==> src/rtl/trap_controller_if.sv <==
// Bus bundle between the EX stage / CSR file and trap_controller.
// Carries the decoder event flags, the current CSR values, the pipeline CSR
// write request and the controller's CSR write port, flush/stall and redirect.
//
// Handshake: instr_valid_ex qualifies every EX-stage flag and pc_ex. The
// controller takes no event without it. There is no ready signal. The
// controller exerts back-pressure only through stall. redirect_valid is a
// single-cycle pulse and redirect_pc is meaningful only while it is high.
// csr_we is a single-cycle write strobe, with csr_waddr and csr_wdata valid
// in the same cycle.
interface trap_controller_if #(
  parameter int XLEN = 32
);
  logic            instr_valid_ex;
  logic [XLEN-1:0] pc_ex;
  logic            illegal_ex;
  logic            ecall_ex;
  logic            mret_ex;
  logic            irq_ext;
  logic            irq_timer;
  logic [XLEN-1:0] mstatus_q;
  logic [XLEN-1:0] mie_q;
  logic [XLEN-1:0] mtvec_q;
  logic [XLEN-1:0] mepc_q;
  logic            pipe_csr_we;
  logic [11:0]     pipe_csr_addr;
  logic [XLEN-1:0] pipe_csr_wdata;
  logic            csr_we;
  logic [11:0]     csr_waddr;
  logic [XLEN-1:0] csr_wdata;
  logic            flush;
  logic            stall;
  logic            redirect_valid;
  logic [XLEN-1:0] redirect_pc;

  // Pipeline / CSR-file side
  modport master (
    output instr_valid_ex, pc_ex, illegal_ex, ecall_ex, mret_ex,
    output irq_ext, irq_timer, mstatus_q, mie_q, mtvec_q, mepc_q,
    output pipe_csr_we, pipe_csr_addr, pipe_csr_wdata,
    input  csr_we, csr_waddr, csr_wdata, flush, stall,
    input  redirect_valid, redirect_pc
  );

  // Trap controller side
  modport slave (
    input  instr_valid_ex, pc_ex, illegal_ex, ecall_ex, mret_ex,
    input  irq_ext, irq_timer, mstatus_q, mie_q, mtvec_q, mepc_q,
    input  pipe_csr_we, pipe_csr_addr, pipe_csr_wdata,
    output csr_we, csr_waddr, csr_wdata, flush, stall,
    output redirect_valid, redirect_pc
  );
endinterface

==> src/rtl/trap_controller.sv <==
// Machine-mode trap / interrupt sequencer.
//
// Detects exceptions, MRET and enabled interrupts on the EX-stage instruction.
// It then walks the mepc/mcause/mstatus save sequence, or the mstatus restore
// for MRET, over the CSR file's only write port, and finishes with a
// one-cycle PC redirect. When it is idle, the pipeline's CSR write request
// passes straight through.
//
// Optional build macro TRAP_VECTORED_EN: when it is defined, an interrupt
// with mtvec mode 2'b01 vectors to base + 4*cause.
module trap_controller #(
  parameter int              XLEN         = 32,
  parameter logic [XLEN-1:0] RESET_VECTOR = '0
) (
  input  logic                   clk,
  input  logic                   rst,
  trap_controller_if.slave       bus,
  output logic [2:0]             dbg_state_o
);

  typedef enum logic [2:0] {
    S_IDLE        = 3'd0,
    S_SAVE_EPC    = 3'd1,
    S_SAVE_CAUSE  = 3'd2,
    S_SAVE_STATUS = 3'd3,
    S_RESTORE     = 3'd4,
    S_REDIRECT    = 3'd5
  } state_e;

  localparam logic [11:0] ADDR_MSTATUS = 12'h300;
  localparam logic [11:0] ADDR_MEPC    = 12'h341;
  localparam logic [11:0] ADDR_MCAUSE  = 12'h342;

  state_e          state_q;
  logic [XLEN-1:0] epc_q;
  logic [XLEN-1:0] cause_q;
  logic [XLEN-1:0] target_q;
  logic            seq_we_q;
  logic [11:0]     seq_addr_q;
  logic [XLEN-1:0] seq_wdata_q;
  logic            redirect_valid_q;
  logic [XLEN-1:0] redirect_pc_q;

  logic            ev_trap;
  logic            ev_mret;
  logic [XLEN-1:0] cause_d;
  logic [XLEN-1:0] target_d;
  logic [XLEN-1:0] tvec_base;
  logic [XLEN-1:0] mstatus_trap_d;
  logic [XLEN-1:0] mstatus_mret_d;
  logic            ext_en;
  logic            tmr_en;

  assign ext_en = bus.irq_ext   & bus.mstatus_q[3] & bus.mie_q[11];
  assign tmr_en = bus.irq_timer & bus.mstatus_q[3] & bus.mie_q[7];

  // Prioritised event detection, only for a real instruction while idle
  always_comb begin
    ev_trap = 1'b0;
    ev_mret = 1'b0;
    cause_d = '0;
    if (state_q == S_IDLE && bus.instr_valid_ex) begin
      if (bus.illegal_ex) begin
        ev_trap = 1'b1;
        cause_d = XLEN'(32'd2);
      end else if (bus.ecall_ex) begin
        ev_trap = 1'b1;
        cause_d = XLEN'(32'd11);
      end else if (bus.mret_ex) begin
        ev_mret = 1'b1;
      end else if (ext_en) begin
        ev_trap = 1'b1;
        cause_d = XLEN'(32'h8000_000B);
      end else if (tmr_en) begin
        ev_trap = 1'b1;
        cause_d = XLEN'(32'h8000_0007);
      end
    end
  end

  // Trap target: aligned mtvec base, falling back to RESET_VECTOR when zero
  always_comb begin
    tvec_base = {bus.mtvec_q[XLEN-1:2], 2'b00};
    if (tvec_base == '0) tvec_base = RESET_VECTOR;
    target_d = tvec_base;
`ifdef TRAP_VECTORED_EN
    if (bus.mtvec_q[1:0] == 2'b01 && cause_d[XLEN-1])
      target_d = tvec_base + {cause_d[XLEN-3:0], 2'b00};
`endif
  end

  // mstatus images for trap entry and for MRET
  always_comb begin
    mstatus_trap_d        = bus.mstatus_q;
    mstatus_trap_d[7]     = bus.mstatus_q[3];
    mstatus_trap_d[3]     = 1'b0;
    mstatus_trap_d[12:11] = 2'b11;
    mstatus_mret_d        = bus.mstatus_q;
    mstatus_mret_d[3]     = bus.mstatus_q[7];
    mstatus_mret_d[7]     = 1'b1;
  end

  // Sequencer FSM with registered write-port and redirect outputs
  always_ff @(posedge clk) begin
    if (rst) begin
      state_q          <= S_IDLE;
      epc_q            <= '0;
      cause_q          <= '0;
      target_q         <= '0;
      seq_we_q         <= 1'b0;
      seq_addr_q       <= '0;
      seq_wdata_q      <= '0;
      redirect_valid_q <= 1'b0;
      redirect_pc_q    <= '0;
    end else begin
      seq_we_q         <= 1'b0;
      seq_addr_q       <= '0;
      seq_wdata_q      <= '0;
      redirect_valid_q <= 1'b0;
      case (state_q)
        S_IDLE: begin
          if (ev_trap) begin
            state_q    <= S_SAVE_EPC;
            epc_q      <= bus.pc_ex;
            cause_q    <= cause_d;
            target_q   <= target_d;
            seq_we_q   <= 1'b1;
            seq_addr_q <= ADDR_MEPC;
          end else if (ev_mret) begin
            state_q     <= S_RESTORE;
            target_q    <= bus.mepc_q;
            seq_we_q    <= 1'b1;
            seq_addr_q  <= ADDR_MSTATUS;
            seq_wdata_q <= mstatus_mret_d;
          end
        end
        S_SAVE_EPC: begin
          state_q     <= S_SAVE_CAUSE;
          seq_we_q    <= 1'b1;
          seq_addr_q  <= ADDR_MCAUSE;
          seq_wdata_q <= cause_q;
        end
        S_SAVE_CAUSE: begin
          state_q     <= S_SAVE_STATUS;
          seq_we_q    <= 1'b1;
          seq_addr_q  <= ADDR_MSTATUS;
          seq_wdata_q <= mstatus_trap_d;
        end
        S_SAVE_STATUS, S_RESTORE: begin
          state_q          <= S_REDIRECT;
          redirect_valid_q <= 1'b1;
          redirect_pc_q    <= target_q;
        end
        S_REDIRECT: state_q <= S_IDLE;
        default:    state_q <= S_IDLE;
      endcase
    end
  end

  // CSR write port: pipeline pass-through when idle and quiet, sequencer otherwise
  always_comb begin
    bus.csr_we    = 1'b0;
    bus.csr_waddr = '0;
    bus.csr_wdata = '0;
    if (state_q == S_IDLE) begin
      if (!ev_trap && !ev_mret) begin
        bus.csr_we    = bus.pipe_csr_we;
        bus.csr_waddr = bus.pipe_csr_addr;
        bus.csr_wdata = bus.pipe_csr_wdata;
      end
    end else begin
      bus.csr_we    = seq_we_q;
      bus.csr_waddr = seq_addr_q;
      bus.csr_wdata = (state_q == S_SAVE_EPC) ? {epc_q[XLEN-1:1], 1'b0} : seq_wdata_q;
    end
  end

  assign bus.stall          = (state_q != S_IDLE);
  assign bus.flush          = (state_q != S_IDLE) | ev_trap | ev_mret;
  assign bus.redirect_valid = redirect_valid_q;
  assign bus.redirect_pc    = redirect_pc_q;
  assign dbg_state_o        = state_q;

  // Bits that no decision looks at
  logic unused_bits;
  assign unused_bits = ^{epc_q[0], bus.mtvec_q[1:0]};

endmodule

==> src/flat_wrapper.sv <==
// flat-port wrapper written by rule: the top's interface ports become plain ports
module trap_controller_flat 
#(
  parameter int              XLEN         = 32,
  parameter logic [XLEN-1:0] RESET_VECTOR = '0
)
  (clk, rst, dbg_state_o, bus_instr_valid_ex, bus_pc_ex, bus_illegal_ex, bus_ecall_ex, bus_mret_ex, bus_irq_ext, bus_irq_timer, bus_mstatus_q, bus_mie_q, bus_mtvec_q, bus_mepc_q, bus_pipe_csr_we, bus_pipe_csr_addr, bus_pipe_csr_wdata, bus_csr_we, bus_csr_waddr, bus_csr_wdata, bus_flush, bus_stall, bus_redirect_valid, bus_redirect_pc);
  trap_controller_if #(.XLEN(XLEN)) bus_i ();
  input  logic clk;
  input  logic rst;
  output logic [2:0] dbg_state_o;
  input wire logic [$bits(bus_i.instr_valid_ex)-1:0] bus_instr_valid_ex;
  input wire logic [$bits(bus_i.pc_ex)-1:0] bus_pc_ex;
  input wire logic [$bits(bus_i.illegal_ex)-1:0] bus_illegal_ex;
  input wire logic [$bits(bus_i.ecall_ex)-1:0] bus_ecall_ex;
  input wire logic [$bits(bus_i.mret_ex)-1:0] bus_mret_ex;
  input wire logic [$bits(bus_i.irq_ext)-1:0] bus_irq_ext;
  input wire logic [$bits(bus_i.irq_timer)-1:0] bus_irq_timer;
  input wire logic [$bits(bus_i.mstatus_q)-1:0] bus_mstatus_q;
  input wire logic [$bits(bus_i.mie_q)-1:0] bus_mie_q;
  input wire logic [$bits(bus_i.mtvec_q)-1:0] bus_mtvec_q;
  input wire logic [$bits(bus_i.mepc_q)-1:0] bus_mepc_q;
  input wire logic [$bits(bus_i.pipe_csr_we)-1:0] bus_pipe_csr_we;
  input wire logic [$bits(bus_i.pipe_csr_addr)-1:0] bus_pipe_csr_addr;
  input wire logic [$bits(bus_i.pipe_csr_wdata)-1:0] bus_pipe_csr_wdata;
  output wire logic [$bits(bus_i.csr_we)-1:0] bus_csr_we;
  output wire logic [$bits(bus_i.csr_waddr)-1:0] bus_csr_waddr;
  output wire logic [$bits(bus_i.csr_wdata)-1:0] bus_csr_wdata;
  output wire logic [$bits(bus_i.flush)-1:0] bus_flush;
  output wire logic [$bits(bus_i.stall)-1:0] bus_stall;
  output wire logic [$bits(bus_i.redirect_valid)-1:0] bus_redirect_valid;
  output wire logic [$bits(bus_i.redirect_pc)-1:0] bus_redirect_pc;
  assign bus_i.instr_valid_ex = bus_instr_valid_ex;
  assign bus_i.pc_ex = bus_pc_ex;
  assign bus_i.illegal_ex = bus_illegal_ex;
  assign bus_i.ecall_ex = bus_ecall_ex;
  assign bus_i.mret_ex = bus_mret_ex;
  assign bus_i.irq_ext = bus_irq_ext;
  assign bus_i.irq_timer = bus_irq_timer;
  assign bus_i.mstatus_q = bus_mstatus_q;
  assign bus_i.mie_q = bus_mie_q;
  assign bus_i.mtvec_q = bus_mtvec_q;
  assign bus_i.mepc_q = bus_mepc_q;
  assign bus_i.pipe_csr_we = bus_pipe_csr_we;
  assign bus_i.pipe_csr_addr = bus_pipe_csr_addr;
  assign bus_i.pipe_csr_wdata = bus_pipe_csr_wdata;
  assign bus_csr_we = bus_i.csr_we;
  assign bus_csr_waddr = bus_i.csr_waddr;
  assign bus_csr_wdata = bus_i.csr_wdata;
  assign bus_flush = bus_i.flush;
  assign bus_stall = bus_i.stall;
  assign bus_redirect_valid = bus_i.redirect_valid;
  assign bus_redirect_pc = bus_i.redirect_pc;
  trap_controller #(.XLEN(XLEN), .RESET_VECTOR(RESET_VECTOR)) u_core (.clk(clk), .rst(rst), .bus(bus_i), .dbg_state_o(dbg_state_o));
endmodule
==> config.mk <==
export PLATFORM = sky130hd
export DESIGN_NAME = trap_controller_flat
export DESIGN_NICKNAME = d
export VERILOG_FILES = /design/src/rtl/trap_controller_if.sv /design/src/rtl/trap_controller.sv /design/src/flat_wrapper.sv
export SDC_FILE = /design/constraint.sdc
export NUM_CORES = 1
export LEC_CHECK = 0
export BUFFER_PORTS_ARGS = -buffer_cell sky130_fd_sc_hd__buf_4
export CORE_MARGIN = 2
export CORE_UTILIZATION = 41
export DETAILED_ROUTE_END_ITERATION = 10
export GPL_TIMING_DRIVEN = 0
export PLACE_DENSITY = 0.75
export SLEW_MARGIN = 20
export SYNTH_ARGS = -nofsm -noshare
export SYNTH_HDL_FRONTEND = slang
export SYNTH_SLANG_ARGS = --single-unit
==> constraint.sdc <==
create_clock -name clk -period 1.7 [get_ports clk]
set_input_delay 0.255 -clock clk [delete_from_list [all_inputs] [get_ports clk]]
set_output_delay 0.255 -clock clk [all_outputs]
set_load 0.02 [all_outputs]
==> results.ini, run 1 <==
[floorplan]
die_x_um=123.4
initial_core_util=0.4209
dieHeight_um=123.4
die_area_sq_um=15220
fp.coreArea_sq_um=13880
pin_count=296
num_rows=43

[setup_path]
crit_chain=buf_6, nor3_4, buf_6, inv_4, o22ai_4, buf_12, clkbuf_16, o2bb2ai_4, buf_6
max_stage_delay_ps=340
path_max_fanout=8
end_kind=primary output
crit_top_cell=buf_6
cp.arrival_ps=2060
crit_type=flip-flop to primary output
worstPathRequired_ps=1440
slowest_stage=dfxtp_4
path_buf_inv=6
cpLargestDelayFamily=buffers and inverters
cp-start-kind=flip-flop

[place]
hpwl_mm=14.76
place_congestion=0.8458
dp_slack_ps=-720.7
io_buffers=261

[route]
routedWlPerCell_um=20.39
drtAntennaViolNets=0
drt_iter0_markers=393
vias=6478
viasPerCell=5.509
routed_wl_mm=23.98
first_pass_iters=4
drc=0

[power_and_ir_drop]
p_leak_uw=0.004547
power_uw=18060
cellPowerDensity_nw_per_um2=1681
ir_worst_vdd_uv=780.8

[clocking]
cts_buffer_depth=2
root_buffer=clkbuf_16
clock_sinks=141
path_clk_slew_ps=60
cts_tree=built
cts_max_level=4
postCtsHoldBufs=0
clk_latency_ps=420
cts_made_buffers=17

[synth]
synth.top_cell.area_share=0.4831
yosysSeqAreaShare=0.4831
syn_nets=869
synth.distinct_cells=41
syn-instance-count=656
yosys.area.top_type=dfxtp_1
synth_edf_count=0
syn_area_per_cell_sq_um=8.907
async_reset_ff_frac=0
ys_ff_latch=141
yosys_warnings=0
synth_area_leaders=dfxtp_1, a21oi_1, o221a_2, mux2i_1, nand2_1
synthFlopType=dfxtp_1
synth_area_sq_um=5843

[sta]
min_period_over_period=1.361
finalSetupViolations=179
rsz0062_at_grt=yes
fin_skew_ps=6.109
tightest_slew_ps=952.1
fin_crit_ps=2313
setup_ws_ps=-613.4
holdWs_ps=29.47
relSlewSlack=0.3652
max_freq_mhz=432.3
hold_viol=0
slew_violations=0

[layout]
drive_above_1_share=0.5713
layout.nets=1197
num_antenna_cells=0
layout_common_cells=buf_4, dfxtp_1, a21oi_1
multi_input_area_sq_um=3744
layout_commonest_cell=buf_4
register_area_sq_um=2831
syn2layout_area_growth_pct=83.92
fillers=889

[grt]
antenna_found_initial=0
grt_busiest_layer=met2
overflow=0
grt_max_degree=17
grt_first_pass_wirelength_mm=32.21
grt_pass1_vias=6014
gr-usage-met2=0.4560
gr-usage-all-layers=0.2805
use_met1=0.3509
use_met3=0.06827

[worst_hold_path]
hp-class=input pin to flip-flop

[run]
drv_cap=0

[run_status]
outcome=finished with violations
violations=negative setup slack

-- where the power goes --
| part | total [uW] | internal [uW] | leakage [uW] | switching, uW |
|---|---|---|---|---|
| Combinational | 9840 | 4780 | 0.00310 | 5060 |
| Sequential | 4400 | 3960 | 0.00115 | 449 |
| Clock | 3820 | 2440 | 0.000300 | 1370 |
-- cell type report --
cell class,count,share of cell area
repair buffers,312,0.2521
clock inverters,7,0.01025
inverters,29,0.01036
plain buffers,56,0.04878
well taps,180,0.02096
multi-input cells,427,0.3484
flip-flops and latches,141,0.2635
clock buffers,24,0.04576
-- state kept, by name (all words and copies together) (netlist names), 3 cells and up --
register / cells
u_core.bus.redirect_pc: 32
u_core.cause_q: 5
u_core.dbg_state_o: 3
u_core.epc_q: 31
u_core.seq_addr_q: 4
u_core.seq_wdata_q: 32
u_core.target_q: 32
-- synth_stat cells, types with 3 or more instances --
cell and number:
a311oi_1 3, dfxtp_1 141, nor2_1 13, nand2_1 77, o221a_2 27, o21a_1 5, and2_1 31, o21ai_0 36
buf_4 4, o2bb2ai_1 30, nand3_1 32, mux2i_1 30, buf_2 15, a21oi_1 100, inv_1 28, a22o_1 11
o21ba_2 4, nor3_1 5, clkbuf_1 39
-- routing by layer --
metal / vias up / share of wire
li1: 2992 / -
met1: 3091 / 0.39
met2: 326 / 0.50
met3: 69 / 0.080
met4: 0 / 0.034
met5: - / 0
-- metrics by stage --
| step | setup TNS, ps | instance area, sq um | util | instances |
|---|---|---|---|---|
| finish | -52820 | 10750 | 0.7742 | 1176 |
| global route | -61900 | 10750 | 0.7742 | 1176 |
| CTS | -42300 | 10070 | 0.7252 | 1156 |
| detailed placement | -69180 | 8681 | 0.6254 | 1097 |
| global placement | -67430 | 8681 | 0.6254 | 1097 |
| floorplan | -2760 | 6496 | - | 656 |
-- final timing paths --
check                                to                        from  cells past startpoint  slack (ps)
max                   bus_csr_wdata[24]       u_core.dbg_state_o[2]                      9        -610
min              u_core.seq_wdata_q[28]           bus_mstatus_q[28]                      2          30
max reg2reg          u_core.target_q[0]       u_core.dbg_state_o[2]                      8        -370
min reg2reg  u_core.bus.redirect_pc[16]  u_core.bus.redirect_pc[16]                      2         460
-- repair_timing --
action,CTS,global route
endpoints found under the setup margin,182,183
resized for setup,154,173
setup buffers,21,21
cloned,10,5
pin swaps,20,56
-- kinds of logic after synthesis --
logic type | Yosys count | share of synthesized area
buffers and inverters | 88 | 0.06231
DFF | 141 | 0.4831
muxes | 30 | 0.05139
AOI/OAI and AO/OA | 226 | 0.2608
xor gates and xnor gates | 1 | 0.001499
and+or+nand+nor | 170 | 0.1409
(Power assumes the default switching activity.)
==> run 2: changes to the inputs <==
--- a/config.mk
+++ b/config.mk
@@ -5,9 +5,10 @@
 export SDC_FILE = /design/constraint.sdc
 export NUM_CORES = 1
 export LEC_CHECK = 0
+export ABC_AREA = 1
 export BUFFER_PORTS_ARGS = -buffer_cell sky130_fd_sc_hd__buf_4
 export CORE_MARGIN = 2
-export CORE_UTILIZATION = 41
+export CORE_UTILIZATION = 42
 export DETAILED_ROUTE_END_ITERATION = 10
 export GPL_TIMING_DRIVEN = 0
 export PLACE_DENSITY = 0.75
==> results.ini, run 2 <==
[run_status]
outcome=finished with violations  ; unchanged
violations=negative setup slack  ; unchanged

[grt]
overflow=0  ; unchanged
gr-usage-all-layers=0.2571  ; was 0.2805
grt_first_pass_wirelength_mm=32.40  ; was 32.21 mm
grt_pass1_vias=6474  ; was 6,014
antenna_found_initial=0  ; unchanged
grt_max_degree=17  ; unchanged

[synth]
syn-instance-count=906  ; was 656
yosys.area.top_type=dfxtp_1  ; unchanged
synthFlopType=dfxtp_1  ; unchanged
synth.top_cell.area_share=0.4538  ; was 0.4831
syn_area_per_cell_sq_um=6.865  ; was 8.907 sq um
ys_ff_latch=141  ; unchanged
syn_nets=1119  ; was 869
synth_edf_count=0  ; unchanged
async_reset_ff_frac=0  ; unchanged
yosys_warnings=0  ; unchanged
yosysMostFrequentCell=nor2_1  ; was dfxtp_1
synth_common_cells=nor2_1, nand2_1, dfxtp_1  ; was dfxtp_1, a21oi_1, nand2_1
yosysSeqAreaShare=0.4538  ; was 0.4831
synth_area_leaders=dfxtp_1, nor2_1, nand2_1, o21ai_0, nand3_1  ; was dfxtp_1, a21oi_1, o221a_2, mux2i_1, nand2_1
synth.distinct_cells=26  ; was 41
synth_area_sq_um=6220  ; was 5843 sq um

[place]
postPlaceCellArea_sq_um=8605  ; was 8681 sq um
io_buffers=261  ; unchanged
place_congestion=0.8232  ; was 0.8458
hpwl_mm=15.05  ; was 14.76 mm

[clocking]
cts_buffer_depth=2  ; unchanged
cts_tree=built  ; unchanged
clk_latency_ps=420  ; about the same
cts_made_buffers=17  ; unchanged
postCtsHoldBufs=0  ; unchanged
path_clk_slew_ps=60  ; about the same
cts_max_level=4  ; unchanged
root_buffer=clkbuf_16  ; unchanged
clock_sinks=141  ; unchanged

[layout]
drive_above_1_share=0.4016  ; was 0.5713
num_antenna_cells=0  ; unchanged
syn2layout_area_growth_pct=57.84  ; was 83.92%
finalInstanceArea_sq_um=9817  ; was 10,750 sq um
layout.nets=1420  ; was 1,197
layout_commonest_cell=buf_4  ; unchanged
fillers=1252  ; was 889
layout_common_cells=buf_4, nor2_1, dfxtp_1  ; was buf_4, dfxtp_1, a21oi_1

[power_and_ir_drop]
cellPowerDensity_nw_per_um2=1997  ; was 1681 nW/um^2
ir_worst_vdd_uv=1255  ; was 780.8 uV
p_leak_uw=0.004945  ; was 0.004547 uW
power_uw=19610  ; was 18,060 uW

[setup_path]
crit_chain=nor2_4, nand2_4, nor2_4, buf_4, nand2_2, nand2_4, nor2_4, buf_12, clkbuf_16, nand2_2, nand2_2, buf_6  ; was buf_6, nor3_4, buf_6, inv_4, o22ai_4, buf_12, clkbuf_16, o2bb2ai_4, buf_6
crit_type=flip-flop to primary output  ; unchanged
worstPathRequired_ps=1440  ; about the same
cp.arrival_ps=2010  ; was 2060 ps
cp-start-kind=flip-flop  ; unchanged
slowest_stage=dfxtp_4  ; unchanged
path_buf_inv=4  ; was 6
end_kind=primary output  ; unchanged
path_max_fanout=7  ; was 8
cpLargestDelayFamily=simple AND/OR/NAND/NOR gates  ; was buffers and inverters
max_stage_delay_ps=360  ; was 340 ps

[route]
routed_wl_mm=20.86  ; was 23.98 mm
drtAntennaViolNets=0  ; unchanged
first_pass_iters=5  ; was 4
routedWlPerCell_um=14.86  ; was 20.39 um
viasPerCell=4.903  ; was 5.509
drt_iter0_markers=295  ; was 393
vias=6884  ; was 6,478
drc=0  ; unchanged

[sta]
finalSetupViolations=54  ; was 179
fin_skew_ps=3.295  ; was 6.109 ps
tightest_slew_ps=598.0  ; was 952.1 ps
fin_crit_ps=2269  ; was 2313 ps
rsz0062_at_grt=yes  ; unchanged
slew_violations=0  ; unchanged
setup_ws_ps=-569.1  ; was -613.4 ps
hold_viol=0  ; unchanged
min_period_over_period=1.335  ; was 1.361
max_freq_mhz=440.7  ; was 432.3 MHz
relSlewSlack=0.6013  ; was 0.3652

[run]
drv_cap=0  ; unchanged

[floorplan]
num_rows=44  ; was 43
dieHeight_um=125.7  ; was 123.4 um
fp.coreArea_sq_um=14480  ; was 13,880 sq um
die_area_sq_um=15800  ; was 15,220 sq um
initial_core_util=0.4296  ; was 0.4209
pin_count=296  ; unchanged
die_x_um=125.7  ; was 123.4 um

[worst_hold_path]
hp-class=input pin to flip-flop  ; unchanged

[run 2: changes by cell type after synthesis, sizes merged, moves of 23 or more]
cell | before | now
nand3b | 1 | 24
a21oi | 100 | 22
o2bb2ai | 30 | 0
o211ai | 2 | 30
or2 | 1 | 31
and2 | 31 | 0
nand2 | 77 | 206
mux2i | 30 | 0
o21ai | 37 | 67
o221a | 27 | 0
nor2 | 13 | 222
[run 2: per-layer routing]
metal / track usage / up-vias / wire length (um)
met2: 0.4328 / 253 / 10160
met1: 0.3079 / 3117 / 8616
met5: 0 / - / 0
met4: 0.1072 / 0 / 595
li1: - / 3470 / -
met3: 0.07477 / 44 / 1489
[run 2: kinds of logic (layout without fill, tap and decap cells)]
logic type | Yosys count | in the layout | synth area share
buf+inv | 110 | 424 | 0.07121
simple gates | 534 | 534 | 0.3631
compound gates | 121 | 121 | 0.1119
flops | 141 | 141 | 0.4538
[run 2: metrics by stage]
stage | setup slack, ps | cells | hold slack, ps | TNS [ps] | util
after global placement | -638.2 | 1351 | 435.0 | -55420 | 0.5943
after floorplan | -25.80 | 906 | 367.2 | -180.6 | -
after global routing | -656.9 | 1404 | 40.45 | -34950 | 0.6780
final | -569.1 | 1404 | 41.62 | -24340 | 0.6780
after detailed placement | -671.9 | 1351 | 446.9 | -59180 | 0.5943
after CTS | -542.0 | 1401 | 32.93 | -24860 | 0.6645
[run 2: power breakdown]
part / switching, uW / internal [uW]
Combinational: 6370 / 4930
Clock: 1360 / 2300
Sequential: 428 / 4220
[run 2: final timing paths]
path	slack, ps	endpoint	start	cells past startpoint
setup / recovery	-570	bus_csr_wdata[14]	u_core.dbg_state_o[0]	12
hold / removal	40	u_core.seq_wdata_q[26]	bus_mstatus_q[26]	3
setup reg to reg	-40	u_core.target_q[30]	u_core.dbg_state_o[0]	11
hold reg to reg	450	u_core.bus.redirect_pc[4]	u_core.target_q[4]	2
[run 2: what timing repair did]
action,4_1_cts,5_1_grt
pin swaps,9,4
gates cloned,2,1
gates resized for setup,96,70
setup endpoints to repair,158,178
buffers inserted,17,3
[run 2: tightest hold or removal path, delay by kind of cell]
family / cells / cell delay (ps)
buffers and inverters: 2 / 110
AND/OR/NAND/NOR: 1 / 70
[run 2: layout make-up]
class	count	area (sq um)	share of cell area
timing repair buffer	283	2344	0.2387
inverter	48	181.4	0.01848
multi-input combinational	655	3274	0.3335
clock buffer	25	495.5	0.05047
tap	184	230.2	0.02345
clock inverter	7	85.08	0.008667
buffer	61	372.9	0.03798
sequential	141	2834	0.2887
